[config.mk]
export PLATFORM = sky130hd
export DESIGN_NAME = router_fifo
export DESIGN_NICKNAME = d
export VERILOG_FILES = /design/src/rtl/router_fifo.sv
export SDC_FILE = /design/constraint.sdc
export NUM_CORES = 1
export LEC_CHECK = 0
export CAP_MARGIN = 40
export CORE_ASPECT_RATIO = 1.2
export CORE_MARGIN = 1
export CORE_UTILIZATION = 65
export DETAILED_ROUTE_END_ITERATION = 8
export PLACE_DENSITY = 0.84
export SLEW_MARGIN = 20
export SYNTH_ARGS = -nofsm -noshare
export SYNTH_HDL_FRONTEND = slang
export SYNTH_SLANG_ARGS = --single-unit
[constraint.sdc]
create_clock -name clock -period 5.63 [get_ports clock]
set_input_delay 0.563 -clock clock [delete_from_list [all_inputs] [get_ports clock]]
set_output_delay 0.563 -clock clock [all_outputs]
set_load 0.05 [all_outputs]
[src/rtl/router_fifo.sv]
// Packet-aware output FIFO for one router port.
// Each entry keeps its header marker so the read side can track how much of the packet remains.
module router_fifo #(
    parameter int WIDTH = 3,
    parameter int DEPTH = 16
) (
    input  logic             clock,
    input  logic             resetn,
    input  logic             soft_reset,
    input  logic             write_enb,
    input  logic             read_enb,
    input  logic             lfd_state,
    input  logic [WIDTH-1:0] data_in,
    output logic             full,
    output logic             empty,
    output logic [WIDTH-1:0] data_out
);

    localparam int AW = $clog2(DEPTH);
    localparam int CW = WIDTH + 1;

    logic [WIDTH:0]   mem [DEPTH];
    logic [AW:0]      wr_ptr;
    logic [AW:0]      rd_ptr;
    logic [CW-1:0]    count;
    logic [WIDTH:0]   rd_entry;
    logic [CW-1:0]    hdr_len;
    logic             do_write;
    logic             do_read;

    // Extra MSB on each pointer distinguishes full from empty when the low bits match.
    assign empty = (wr_ptr == rd_ptr);
    assign full  = (wr_ptr[AW-1:0] == rd_ptr[AW-1:0]) && (wr_ptr[AW] != rd_ptr[AW]);

    assign do_write = write_enb && !full && !soft_reset;
    assign do_read  = read_enb && !empty && !soft_reset;

    assign rd_entry = mem[rd_ptr[AW-1:0]];
    assign hdr_len  = CW'(rd_entry[WIDTH-1:2]) + CW'(1);

    always_ff @(posedge clock) begin
        if (do_write)
            mem[wr_ptr[AW-1:0]] <= {lfd_state, data_in};
    end

    always_ff @(posedge clock or posedge resetn) begin
        if (resetn)
            wr_ptr <= '0;
        else if (soft_reset)
            wr_ptr <= '0;
        else if (do_write)
            wr_ptr <= wr_ptr + (AW+1)'(1);
    end

    // Header pops load the remaining-word count; once it drains, an idle cycle clears the output.
    always_ff @(posedge clock or posedge resetn) begin
        if (resetn) begin
            rd_ptr   <= '0;
            count    <= '0;
            data_out <= '0;
        end else if (soft_reset) begin
            rd_ptr   <= '0;
            count    <= '0;
            data_out <= '0;
        end else if (do_read) begin
            data_out <= rd_entry[WIDTH-1:0];
            rd_ptr   <= rd_ptr + (AW+1)'(1);
            if (rd_entry[WIDTH])
                count <= hdr_len;
            else if (count != '0)
                count <= count - CW'(1);
        end else if (count == '0) begin
            data_out <= '0;
        end
    end

endmodule

==> results by group <==
Run status
  • Outcome: finished, violations left
  • Failing checks: design-rule violations

STA
  • Setup ws final: 2.66 ns
  • Minimum hold slack: 0.534 ns
  • Relative slew slack: 41.2%
  • RSZ-0062 raised after global routing: no
  • Setup TNS: 0 ns
  • Setup Viol. Count Final: 0
  • FMAX: 337 MHz
  • Slew @ Worst Pin: 0.869 ns
  • Ratio of final minimum period to clock period: 52.8%
  • Final Hold Viols: 0
  • Min Tclk post-route: 2.97 ns
  • Slew Viols, Final: 0
  • Clk_skew: 0.0101 ns

Routing
  • Wire per inst: 21.3 µm
  • Via density per instance: 6.53
  • DR iter-0 viols: 122
  • Met2 WL post-DR: 3440 µm
  • Met3 wire len: 418 µm
  • DR pass1 iterations: 7
  • Met1 wire length: 2700 µm
  • DRC: 7
  • Routed Antenna Nets: 0
  • Final WL: 6740 µm
  • Via count: 2064
  • Highest metal used: met4

Pwr
  • Clk pwr share: 30.4%
  • Sw power: 334 µW
  • Internal power: 982 µW
  • Combinational share of power: 18.7%
  • Maximum vdd drop: 0.217 mV
  • Pwr dens: 326 nW/µm²
  • Part of the power in registers: 50.8%
  • LEAKAGE: 1.37 nW
  • Switching Fraction: 25.4%

Worst setup path
  • Reg2reg setup slack: 2.98 ns
  • Required time of the critical path: 5.07 ns
  • Worst r2r dst: mem[5][1]
  • CP Launch Type: flip-flop
  • Critical path peak fanout: 13
  • R2R depth: 6
  • Slowest stage cell on the critical path: clkdlybuf4s50_1
  • CP max stage delay: 0.81 ns
  • Crit path kind: flip-flop to primary output
  • Crit path DAT: 2.41 ns
  • FF-to-FF Start: wr_ptr[2]
  • Crit. End Element: primary output
  • Cell Chain, Critical Path: xnor2_1 > nand4_2 > nor2_1 > clkdlybuf4s50_1

Placed design
  • Inst Count DP: 296
  • Placed Area: 3810 µm²
  • Post-Place Setup Slack: 2.51 ns
  • Port Buffers: 13
  • RePlAce Congestion: 0.808
  • DP HPWL: 4560 µm

Min path
  • Worst Hold Depth: 2
  • Worst Hold Class: flip-flop to flip-flop
  • Hold path startpoint: data_out[2]
  • Hold Crit Endpoint: data_out[2]

Finish
  • # nets final: 266
  • P&R area growth vs syn: 9.85%
  • Fillers: 326
  • Post-route design area: 4030 µm²
  • Ant. Diodes: 0
  • Post-Layout Cell Count: 316
  • Layout cells sized above 1: 16.5%

CTS
  • Clk sinks: 81
  • Worst skew pair latency: 0.34 ns
  • Worst-path clk slew: 0.08 ns
  • Root buf cell: clkbuf_8
  • Post-CTS Setup Bufs: 0
  • CTS tree: built
  • Clock tree buffer depth: 2
  • Cts hold-fix bufs: 0
  • CTS HTree Levels: 3
  • Post-cts sizing count: 0
  • Cts bufs inserted: 9

Floorplanning
  • Initial core utilization: 68.4%
  • Die Span X: 70.6 µm
  • Die Span Y: 84.3 µm
  • Site Rows: 29
  • Die area: 5950 µm²
  • Ports: 14
  • Core area: 5370 µm²

Logic synthesis
  • Synth top area cells: edfxtp_1, dfrtp_1, mux4_2, mux4_1, ha_1
  • Yosys top cell by area: edfxtp_1
  • Post-synth top area share: 52.4%
  • Synth Register Bits: 81
  • Main synth FF type: edfxtp_1
  • Unique cell type count in the Yosys netlist: 44
  • Syn Nets: 245
  • Most common cell in the synthesized netlist: edfxtp_1
  • Post-synth EDFFs: 64
  • Yosys warns: 0
  • Post-synthesis sequential area ratio: 63.9%
  • Syn avg cell area: 16.0 µm²
  • Synth async-reset ratio: 21.0%
  • Mapped Cells: 229
  • Synthesized area: 3670 µm²
  • Most common library cells after synthesis: edfxtp_1, nor2_1, dfrtp_1

Global route
  • First-pass GRT wire length: 10700 µm
  • Total gr overflow: 0
  • All-layer global routing usage: 25.1%
  • Initial antenna violation count: 0
  • Pin count of the biggest net entering global routing: 24
  • Vias in the first global route: 2017

Run
  • Max Cap Viol: 0
-- cells by family (layout without fill, tap and decap cells) --
family	after synthesis	after routing	share of synthesized area, %
AO/OA/AOI/OAI	27	27	5.35
adder cells (fa/ha/maj)	7	7	2.39
flip-flops	81	81	63.9
multiplexers	26	26	13.7
buffers and inverters	20	45	3.61
XOR/XNOR	12	12	2.86
AND/OR/NAND/NOR	56	56	8.15
-- worst max-delay path: cells and delay by family, from the launching register on --
family,cells,cell delay (ns)
simple gates,2,0.41
xor+xnor,1,0.19
buf+inv,1,0.81
flops,1,0.66
-- worst max-delay path by stage --
| stage | startpoint | end | slack [ns] | cells after the start |
|---|---|---|---|---|
| 2_1_floorplan | rd_ptr[3] | empty | 3.47 | 4 |
| 3_3_place_gp | soft_reset | mem[2][0] | 2.73 | 3 |
| 3_5_place_dp | soft_reset | mem[0][2] | 2.51 | 3 |
| 4_1_cts | rd_ptr[1] | empty | 2.35 | 4 |
| 5_1_grt | rd_ptr[0] | empty | 2.50 | 5 |
| 6_report | wr_ptr[2] | empty | 2.66 | 4 |
-- layout by cell type, fill, tap and decap left out, types with 6 or more instances in the layout --
| master | Yosys | final |
|---|---|---|
| edfxtp_1 | 64 | 64 |
| nor2_1 | 21 | 21 |
| dfrtp_1 | 17 | 17 |
| clkdlybuf4s50_1 | 0 | 13 |
| mux4_2 | 11 | 11 |
| clkbuf_8 | 3 | 10 |
| xnor2_1 | 8 | 8 |
| a21oi_1 | 8 | 8 |
| inv_1 | 7 | 7 |
| nand2_1 | 7 | 7 |
| ha_1 | 7 | 7 |
| mux4_1 | 6 | 6 |
| mux2i_1 | 6 | 6 |
| nand2b_1 | 6 | 6 |
-- metal layers --
metal	vias to the layer above	GRT usage [%]
li1	924	-
met1	1042	33.4
met2	79	41.2
met3	19	3.48
met4	0	12.7
met5	-	0
-- layout make-up --
type / count / area [µm²] / area share (%)
clock buffers: 12 / 145 / 3.60
clock inverters: 3 / 42.5 / 1.05
inverters: 8 / 30.0 / 0.745
multi-input cells: 128 / 1190 / 29.5
flip-flops and latches: 81 / 2350 / 58.2
well taps: 62 / 77.6 / 1.92
repair buffers: 22 / 199 / 4.93
-- flip-flops by register name, indices dropped and copies added, names as in the netlist --
register  count
mem          64
rd_ptr        5
wr_ptr        5
count         4
data_out      3
-- stage by stage --
step	total power, mW	utilization, %
detailed placement	0.926	70.9
global route	1.37	75.1
global placement	0.919	70.7
CTS	1.32	74.4
finish	1.32	75.1
floorplan	0.873	-
-- power groups by stage --
stage | combinational (mW) | sequential (mW) | clock, mW
floorplan | 0.185 | 0.688 | 0
CTS | 0.239 | 0.675 | 0.406
global route | 0.267 | 0.670 | 0.431
finish | 0.247 | 0.669 | 0.400
detailed placement | 0.238 | 0.687 | 0
global placement | 0.232 | 0.686 | 0
Power figures use the tool's default switching activity.
